## config.mk

```make
export PLATFORM = sky130hd
export DESIGN_NAME = mux_operand_sequencer
export DESIGN_NICKNAME = d
export VERILOG_FILES = /design/src/rtl/mux_operand_sequencer.sv
export SDC_FILE = /design/constraint.sdc
export NUM_CORES = 1
export LEC_CHECK = 0
export CORE_ASPECT_RATIO = 0.9
export CORE_UTILIZATION = 44
export DETAILED_ROUTE_END_ITERATION = 7
export GPL_ROUTABILITY_DRIVEN = 0
export PLACE_DENSITY = 0.77
export REMOVE_ABC_BUFFERS = 1
export SLEW_MARGIN = 15
export SYNTH_ARGS = -nofsm -noshare
export SYNTH_HDL_FRONTEND = slang
export SYNTH_SLANG_ARGS = --single-unit
```

## constraint.sdc

```tcl
create_clock -name clk_i -period 1.7 [get_ports clk_i]
set_input_delay 0.425 -clock clk_i [delete_from_list [all_inputs] [get_ports clk_i]]
set_output_delay 0.425 -clock clk_i [all_outputs]
set_load 0.01 [all_outputs]
```

## src/rtl/mux_operand_sequencer.sv

```systemverilog
// Operand/select sequencer feeding a WIDTH-bit 2:1 mux: loadable i0/i1 plus a timed s=0/s=1 sequence.
// Optional MUX_SEQ_AUTOINC_EN: bump both operands at the end of every SEL1 hold.
module mux_operand_sequencer #(
  parameter int WIDTH       = 4,
  parameter int HOLD_CYCLES = 2,
  parameter int ROUNDS      = 4
) (
  input  logic             clk_i,
  input  logic             rst_n_i,
  input  logic             load_valid_i,
  output logic             load_ready_o,
  input  logic             load_sel_i,
  input  logic [WIDTH-1:0] load_data_i,
  input  logic             start_i,
  input  logic             abort_i,
  output logic [WIDTH-1:0] i0_o,
  output logic [WIDTH-1:0] i1_o,
  output logic             s_o,
  output logic             busy_o,
  output logic             done_o
);

  localparam int HW = $clog2(HOLD_CYCLES + 1);
  localparam int RW = $clog2(ROUNDS + 1);
  localparam logic [HW-1:0] HOLD_LAST = HW'(HOLD_CYCLES - 1);
  localparam logic [RW-1:0] ROUNDS_V  = RW'(ROUNDS);

  typedef enum logic [1:0] {IDLE, SEL0, SEL1, DONE} state_e;

  state_e           state_q, state_d;
  logic [HW-1:0]    hold_q, hold_d;
  logic [RW-1:0]    round_q, round_d, round_inc;
  logic [WIDTH-1:0] i0_q, i0_d, i1_q, i1_d;
  logic             hold_end;

  assign hold_end  = (hold_q == HOLD_LAST);
  assign round_inc = round_q + RW'(1);

  always_ff @(posedge clk_i) begin
    if (!rst_n_i) state_q <= IDLE;
    else          state_q <= state_d;
  end

  always_ff @(posedge clk_i) begin
    if (!rst_n_i) begin
      hold_q  <= '0;
      round_q <= '0;
      i0_q    <= '0;
      i1_q    <= '0;
    end else begin
      hold_q  <= hold_d;
      round_q <= round_d;
      i0_q    <= i0_d;
      i1_q    <= i1_d;
    end
  end

  always_comb begin
    state_d = state_q;
    hold_d  = hold_q;
    round_d = round_q;
    i0_d    = i0_q;
    i1_d    = i1_q;
    case (state_q)
      IDLE: begin
        // load and start may share an edge; SEL0 then sees the new operand
        if (load_valid_i) begin
          if (load_sel_i) i1_d = load_data_i;
          else            i0_d = load_data_i;
        end
        if (start_i) begin
          state_d = SEL0;
          hold_d  = '0;
          round_d = '0;
        end
      end
      SEL0: begin
        if (hold_end) begin
          state_d = SEL1;
          hold_d  = '0;
        end else begin
          hold_d = hold_q + HW'(1);
        end
      end
      SEL1: begin
        if (hold_end) begin
          hold_d  = '0;
          round_d = round_inc;
          state_d = (round_inc == ROUNDS_V) ? DONE : SEL0;
`ifdef MUX_SEQ_AUTOINC_EN
          i0_d = i0_q + WIDTH'(1);
          i1_d = i1_q + WIDTH'(1);
`endif
        end else begin
          hold_d = hold_q + HW'(1);
        end
      end
      DONE: begin
        state_d = IDLE;
        hold_d  = '0;
        round_d = '0;
      end
      default: state_d = IDLE;
    endcase
    // abort wins over everything outside IDLE and leaves operands untouched
    if (abort_i && state_q != IDLE) begin
      state_d = IDLE;
      hold_d  = '0;
      round_d = '0;
      i0_d    = i0_q;
      i1_d    = i1_q;
    end
  end

  always_comb begin
    load_ready_o = (state_q == IDLE);
    s_o          = (state_q == SEL1);
    busy_o       = (state_q == SEL0) || (state_q == SEL1);
    done_o       = (state_q == DONE);
  end

  assign i0_o = i0_q;
  assign i1_o = i1_q;

endmodule
```

==> Yosys cells after proc, flatten, opt, wreduce, memory -nomap -nowiden <==
Cells that the tools add are included.
W data, S select, Z words.
{ "op_classes": {"addsub": 2, "mux": 11, "n_bitwise": 3, "n_reduce_logical": 11, "eq_ne": 8} }
{ "ops": {"columns": ["op", "count"], "rows": [
  ["$mux W2", 6],
  ["$pmux W3 S3", 1],
  ["$pmux W2 S4", 1],
  ["$reduce_and A4 Y1", 2],
  ["$mux W3", 2],
  ["$pmux W2 S3", 1],
  ["$reduce_and A3 Y1", 2],
  ["$eq A2 B1 Y1 const B", 2],
  ["$eq A2 B2 Y1 const B", 2],
  ["$ne A2 B1 Y1 const B", 2],
  ["$reduce_or A2 Y1", 2],
  ["$add A3 B1 Y3 const B", 1],
  ["$eq A3 B3 Y1 const B", 1],
  ["$not A1 Y1", 3],
  ["$reduce_bool A3 Y1", 1],
  ["$add A2 B1 Y2 const B", 1],
  ["$logic_not A2 Y1", 1],
  ["$ne A2 B2 Y1 const B", 1],
  ["$reduce_bool A2 Y1", 1],
  ["$logic_and A1 B1 Y1", 1],
  ["$logic_or A1 B1 Y1", 1]
]} }
{ "totals": {"out_inout_bits": 12, "register_bits": 15, "input_bits": 10} }

==> Longest topological paths before layout <==
Gate-level depths: netlist (run 1).
{ "depth": {"ltp_word": 5, "ltp_mapped": 6} }

==> Worst setup path before layout (run 1) <==
No wires, ideal clock.
{ "synth_path": {"kind": "register to register", "from": "reg state_q[0]", "to": "reg state_q[1]", "t_required_ps": 1585, "t_arrival_ps": 1413, "period_less_slack_ps": 1528, "path_slack_ps": 172, "path_buffers": 0, "stages_incl_launch_ff": 7, "cell_sequence": "dfxtp_1 -> inv_1 -> ha_1 -> or2_1 -> a21oi_2 -> a21oi_1 -> o21ba_1"} }
{ "synth_between": {"elab_chain_cells": 3} }
{ "synth_lines": {"columns": ["element", "line", "text"], "rows": [
  ["start: declaration", "30", "state_e state_q, state_d;"],
  ["start signal: assignment", "41", "else state_q <= state_d;"],
  ["$eq A2 B2 Y1 (*)", null, null],
  ["named net s_o", "18", "output logic s_o,"],
  ["$ne A2 B1 Y1 (no source line)", null, null],
  ["$reduce_and A3 Y1 (no source line)", null, null]
]} }
The timed path passes the listed nets; every way through them passes the cells marked *.
A chain may end at the register's enable or synchronous reset.

==> Worst setup path in the final report (run 1) <==
{ "layout_path": {"from": "reg state_q[1]", "to": "out s_o"} }
{ "layout_between": {"elab_chain_cells": 1} }
{ "layout_lines": {"columns": ["element", "line", "text"], "rows": [
  ["$eq A2 B2 Y1", "117", "s_o = (state_q == SEL1);"],
  ["end: declaration", "18", null]
]} }
No other way between the ends.

==> flow_summary.toml, run 1 <==
[status]
status = "complete, no violations"

[grt]
antenna_found_initial = 0
grt_pass1_wl_um = 1980
grt_use_total_pct = 16.9
overflow = 0
grt_max_degree = 9
number_of_global_route_vias_before_repair = 477

[power_and_ir_drop]
worst_ir_drop_vdd_mv = 0.813
power_density_nw_per_um2 = 1180
power.share.combinational_pct = 48.4
switching_share_pct = 34.1
total_leakage_power_nw = 0.478
power.share.sequential_pct = 35.3
internal-power_mw = 0.796
p_clk_share_pct = 16.3
switchingPower_mw = 0.412

[timing]
timing_worst_slew_pin_value_ns = 0.285
setup_repair_after_global_routing_missed_its_margin = "no"
final_slew_violations = 0
fin_setup_tns_ns = 0
final.setup_skew_ns = 0.00587
period_share_pct = 96.0
final_hold_viol_count = 0
max_slew_headroom_pct = 81.0
maxClockFrequency_ghz = 0.613
post-route-min-period_ns = 1.63
setup-violations-final = 0

[setup_path]
cp-start-kind = "flip-flop"
crit_path_max_incr_delay_ns = 0.32
crit_type = "reg -> out"
r2r-start = "state_q[0]"
required_time_at_the_endpoint_of_the_critical_path_ns = 1.27
crit_fanout = 3
rrSetupSlack_ns = 0.16
worst_r2r_path_depth = 6
crit_slowest_cell = "sky130_fd_sc_hd__dfxtp_2"
crit_path_cell_trace = "buf_4, ha_1, dlygate4sd2_1"
crit-reg2reg-capture = "state_q[0]"
worstSetupEndpointType = "primary output"
worst_ep_arrival_time_ns = 1.21

[synthesis]
synth_enable_flop_cells = 0
synth.avg_cell_area_um2 = 10.2
synthesis.instances = 70
syn_area_um2 = 712
yosys_warns = 0
asyncSetResetFlopFracSynth_pct = 0
yosysSeqAreaShare_pct = 42.2
most_area_consuming_cells_after_synthesis = "sky130_fd_sc_hd__dfxtp_1 (42%), sky130_fd_sc_hd__mux2i_1 (13%), sky130_fd_sc_hd__ha_1 (11%), sky130_fd_sc_hd__nor2b_1 (7.9%), sky130_fd_sc_hd__nand2b_1 (3.5%)"
yosysMostFrequentCell = "sky130_fd_sc_hd__dfxtp_1"
synth_cell_type_count = 20
yosys.area.top_type = "sky130_fd_sc_hd__dfxtp_1"
post_synth_most_frequent_cells = "sky130_fd_sc_hd__dfxtp_1 (15), sky130_fd_sc_hd__mux2i_1 (9), sky130_fd_sc_hd__nor2b_1 (9)"
synth_seq_cells = 15
synth_flop_cell = "sky130_fd_sc_hd__dfxtp_1"
synth_largest_type_area_fraction_pct = 42.2

[clocking]
cts-hold-fix-buffers = 0
tritoncts = "done"
postCtsResizedCells = 4
worst_skew_pair.late_latency_ns = 0.28
numCtsBuffers = 3
cts-htree-levels = 1
clk_path_buf_depth = 2
cts_sinks = 15
ctsRootBufferMaster = "sky130_fd_sc_hd__clkbuf_4"
clkSlewWorstSetupHoldPaths_ns = 0.08
cts_post_setup_buffers_inserted = 0

[die]
std_cell_rows = 13
initial_core_util_pct = 48.1
dieArea_um2 = 1780
core_region_area_um2 = 1480
vertical_die_dimension_um = 40.2
ios = 22
fp.dieW_um = 44.4

[finish]
antenna_cells_inserted = 0
post_route_cells_drive_above_1_share_pct = 13.9
post-route-cell-area_um2 = 1030
final_net_count = 118
layout-area-overhead-vs-synth_pct = 44.3

[detailed_routing]
routed_wire_length_per_instance_um = 11.0
viasPerCell = 4.59
antenna_violating_nets_post_route = 0
drt-initial-drc-count = 5
totalWireLength_um = 1360
dr.pass1.iters = 4
drc_errors = 0
detailroute.via_count = 565

[placed_design]
numPortBuffers = 21
detailedPlacementHpwl_um = 1080
detailed_place.area_um2 = 995

[hold_path]
timing.hold.worst.class = "reg -> reg"
hp-start = "hold_q[1]"
hold_end = "hold_q[1]"
hold_path_depth = 2

[run]
maxCapViolations = 0
-- cell usage in the layout, fill, tap and decap left out, types with 3 or more instances in the layout --
master	synthesis	routed
sky130_fd_sc_hd__clkdlybuf4s50_1	0	17
sky130_fd_sc_hd__dfxtp_1	15	13
sky130_fd_sc_hd__mux2i_1	9	9
sky130_fd_sc_hd__nor2b_1	9	9
sky130_fd_sc_hd__ha_1	6	6
sky130_fd_sc_hd__buf_4	0	6
sky130_fd_sc_hd__nand2b_1	4	4
sky130_fd_sc_hd__nand3_1	4	4
sky130_fd_sc_hd__a21oi_1	4	4
sky130_fd_sc_hd__nor2_1	4	4
sky130_fd_sc_hd__inv_1	3	3
sky130_fd_sc_hd__clkbuf_4	0	3
sky130_fd_sc_hd__dlygate4sd2_1	0	3
-- power groups by stage --
stage / logic (mW) / registers (mW) / clock network [mW]
global route: 0.643 / 0.431 / 0.228
floorplan: 0.329 / 0.443 / 0
detailed placement: 0.587 / 0.431 / 0
CTS: 0.561 / 0.423 / 0.207
finish: 0.585 / 0.426 / 0.197
global placement: 0.577 / 0.428 / 0
-- sequential cells by signal, summed over array words and instances, names as in the netlist --
register	cells
i0_o	4
hold_q	2
state_q	2
i1_o	4
round_q	3
-- layer usage --
metal  share of wire [%]  vias up  track usage [%]
met5                   0        -                0
met2                  46        8             25.0
li1                    -      305                -
met3                 3.8        2             9.46
met1                  49      250             20.3
met4                 1.0        0             6.82
-- cell families (layout without fill, tap and decap cells) --
group	after synthesis	in the layout	share of synthesized area (%)
flip-flops	15	15	42.2
AND/OR/NAND/NOR	26	26	22.1
XOR/XNOR	1	1	1.23
adder cells (fa/ha/maj)	6	6	10.5
buffers and inverters	3	34	1.58
AO/OA/AOI/OAI	10	10	9.67
multiplexers	9	9	12.7
-- critical path: cells and delay by family (launching register included) --
kind	cells	cell delay, ns
adders and majority gates	1	0.19
buffers and inverters	2	0.42
DFF	1	0.32
-- layout make-up --
class	count	area, µm²
clock buffer	4	26.3
fill	127	453
tap	22	27.5
timing repair buffer	27	251
inverter	3	11.3
sequential	15	303
multi-input combinational	52	408
-- per-stage QoR --
| stage | setup slack, ns | hold slack (ns) | total power, mW | util [%] | std cells |
|---|---|---|---|---|---|
| 3_3_place_gp | 0.0579 | 0.437 | 1.01 | 67.2 | 119 |
| 5_1_grt | 0.00618 | 0.482 | 1.30 | 69.4 | 123 |
| 4_1_cts | 0.00693 | 0.469 | 1.19 | 68.6 | 123 |
| 2_1_floorplan | 0.172 | 0.423 | 0.772 | - | 70 |
| 3_5_place_dp | 0.0336 | 0.457 | 1.02 | 67.2 | 119 |
| 6_report | 0.0681 | 0.464 | 1.21 | 69.4 | 123 |
-- worst max path at each step --
stage          slack [ns]  startpoint          to  cells past startpoint
6_report             0.07  state_q[1]         s_o                      3
5_1_grt             0.006  state_q[1]      busy_o                      3
4_1_cts             0.007  state_q[0]      busy_o                      3
3_5_place_dp         0.03     start_i  round_q[1]                      5
3_3_place_gp         0.06     start_i  round_q[2]                      5
2_1_floorplan        0.17  state_q[0]  state_q[1]                      6
No activity file was read; power rests on OpenSTA's default activity.
==> run 2, diff against run 1 <==
--- a/config.mk
+++ b/config.mk
@@ -9,6 +9,7 @@
 export CORE_UTILIZATION = 44
 export DETAILED_ROUTE_END_ITERATION = 7
 export GPL_ROUTABILITY_DRIVEN = 0
+export GPL_TIMING_DRIVEN = 0
 export PLACE_DENSITY = 0.77
 export REMOVE_ABC_BUFFERS = 1
 export SLEW_MARGIN = 15
==> run 2 against run 1 <==
- count of clock-buffer cells in the layout unchanged
- core utilization is 1.4 points lower
- fmax decreased by 0.67%
- clock power increased by 5%
- combinational power shrank 6.8%
- die area stayed put
- critical path type unchanged
- final area down 2.1%
- first-iteration DRC count is the same
- setup slack worse by 0.011 ns
- non-clock buffer count decreased by 6
==> flow_summary.toml, run 2 (synthesis results as in run 1) <==
[clocking]
clkSlewWorstSetupHoldPaths_ns = 0.09
worst_skew_pair.late_latency_ns = 0.29
cts-htree-levels = 1
cts_sinks = 15
tritoncts = "done"
cts_post_setup_buffers_inserted = 0
clk_path_buf_depth = 2
numCtsBuffers = 3
ctsRootBufferMaster = "sky130_fd_sc_hd__clkbuf_4"

[power_and_ir_drop]
power.share.combinational_pct = 45.3
power_density_nw_per_um2 = 1190
worst_ir_drop_vdd_mv = 1.00
switching_share_pct = 35.2
power.share.sequential_pct = 37.4
internal-power_mw = 0.779
total_leakage_power_nw = 0.444
switchingPower_mw = 0.422
p_clk_share_pct = 17.2

[finish]
mostFrequentLayoutCell = "sky130_fd_sc_hd__clkdlybuf4s50_1"
final_net_count = 112
post_route_cells_drive_above_1_share_pct = 12.6
layout-area-overhead-vs-synth_pct = 41.3
fin_cells = 117
final_cell_mix = "sky130_fd_sc_hd__clkdlybuf4s50_1 (17), sky130_fd_sc_hd__dfxtp_1 (13), sky130_fd_sc_hd__mux2i_1 (9), sky130_fd_sc_hd__nor2b_1 (9)"
antenna_cells_inserted = 0
final.fill_count = 115

[timing]
final_hold_viol_count = 0
hold_slack_ns = 0.452
timing_worst_slew_pin_value_ns = 0.528
post-route-min-period_ns = 1.64
setup-violations-final = 0
setup_repair_after_global_routing_missed_its_margin = "no"
max_slew_headroom_pct = 64.6
final.setup_skew_ns = 0.00118
fin_setup_tns_ns = 0
period_share_pct = 96.6
maxClockFrequency_ghz = 0.609
final_slew_violations = 0

[setup_path]
crit_type = "reg -> out"
worstSetupEndpointType = "primary output"
cp-start-kind = "flip-flop"
worst_ep_arrival_time_ns = 1.22
required_time_at_the_endpoint_of_the_critical_path_ns = 1.27
r2r-start = "state_q[0]"
setup.worst_path.start = "state_q[0]"
worst_r2r_path_depth = 6
rrSetupSlack_ns = 0.23
crit_fanout = 5
crit-reg2reg-capture = "round_q[2]"

[detailed_routing]
drc_errors = 0
detailroute.via_count = 554
viasPerCell = 4.74
dr.pass1.iters = 4
antenna_violating_nets_post_route = 0
drt-initial-drc-count = 5
totalWireLength_um = 1390
routed_wire_length_per_instance_um = 11.9

[placed_design]
numPortBuffers = 21
detailedPlacementHpwl_um = 1050
dp_cells = 113

[grt]
number_of_global_route_vias_before_repair = 484
antenna_found_initial = 0
grt_pass1_wl_um = 2080
overflow = 0
grt_use_total_pct = 17.7
grt_max_degree = 10

[die]
initial_core_util_pct = 48.1
dieArea_um2 = 1780
fp.dieW_um = 44.4
core_region_area_um2 = 1480
std_cell_rows = 13
ios = 22
vertical_die_dimension_um = 40.2

[hold_path]
timing.hold.worst.class = "reg -> reg"
hold_path_depth = 2
hold_end = "hold_q[1]"
hp-start = "hold_q[1]"

[run]
maxCapViolations = 0

[status]
status = "complete, no violations"
run 2: changes by cell type in the layout (fill, tap and decap cells not counted), moves of 2 or more:
cell,delta
sky130_fd_sc_hd__buf_4,-6
sky130_fd_sc_hd__inv_1,-2
sky130_fd_sc_hd__ha_4,+2
sky130_fd_sc_hd__inv_2,+2
sky130_fd_sc_hd__dfxtp_2,-2
sky130_fd_sc_hd__dfxtp_4,+2
sky130_fd_sc_hd__ha_1,-2
run 2: critical path, cell delays in order (launching register included):
cell	delay, ns
sky130_fd_sc_hd__dfxtp_4	0.38
sky130_fd_sc_hd__inv_2	0.07
sky130_fd_sc_hd__ha_4	0.26
sky130_fd_sc_hd__clkdlybuf4s15_1	0.23
run 2: power by group through the flow:
stage | logic (mW) | registers [mW] | clock network (mW)
3_5_place_dp | 0.521 | 0.442 | 0
6_report | 0.545 | 0.449 | 0.207
2_1_floorplan | 0.329 | 0.443 | 0
4_1_cts | 0.539 | 0.448 | 0.212
3_3_place_gp | 0.509 | 0.439 | 0
5_1_grt | 0.595 | 0.456 | 0.232
run 2: cell type report:
cell class	instances	area, µm²	share of cell area [%]
timing repair buffer	21	208	20.6
multi-input combinational	52	425	42.3
inverter	3	11.3	1.12
clock buffer	4	26.3	2.61
tap	22	27.5	2.74
sequential	15	308	30.6
run 2: metrics by stage:
| step | total power [mW] | setup WS [ns] | cell area [µm²] | util, % |
|---|---|---|---|---|
| after floorplan | 0.772 | 0.172 | 712 | - |
| after global placement | 0.948 | -0.0485 | 950 | 64.2 |
| after detailed placement | 0.963 | -0.0606 | 950 | 64.2 |
| after CTS | 1.20 | 0.0179 | 1000 | 67.6 |
| after global routing | 1.28 | 0.000439 | 1010 | 68.0 |
| final | 1.20 | 0.0570 | 1010 | 68.0 |
run 2: per-layer routing:
| metal | part of all wire [%] | GRT usage, % |
|---|---|---|
| met1 | 48 | 21.5 |
| met2 | 47 | 27.6 |
| met3 | 4.3 | 8.11 |
| met4 | 0.86 | 6.82 |
| met5 | 0 | 0 |
run 2: timing repair:
action                                  4_1_cts  5_1_grt
pin swaps                                     0        0
hold buffers                                  0        0
gates resized for setup                      13        3
endpoints found under the setup margin        4        2
run 2: worst max path at each step:
stage	endpoint	slack (ns)
finish	busy_o	0.06
detailed placement	s_o	-0.06
floorplan	state_q[1]	0.17
global placement	s_o	-0.05
global route	busy_o	0.0004
CTS	busy_o	0.02
==> run 3, diff against run 2 <==
--- a/config.mk
+++ b/config.mk
@@ -12,6 +12,7 @@
 export GPL_TIMING_DRIVEN = 0
 export PLACE_DENSITY = 0.77
 export REMOVE_ABC_BUFFERS = 1
+export SKIP_LAST_GASP = 1
 export SLEW_MARGIN = 15
 export SYNTH_ARGS = -nofsm -noshare
 export SYNTH_HDL_FRONTEND = slang
==> results of run 3 <==
No change in the layout: final DEF, timing and power equal those of run 2.
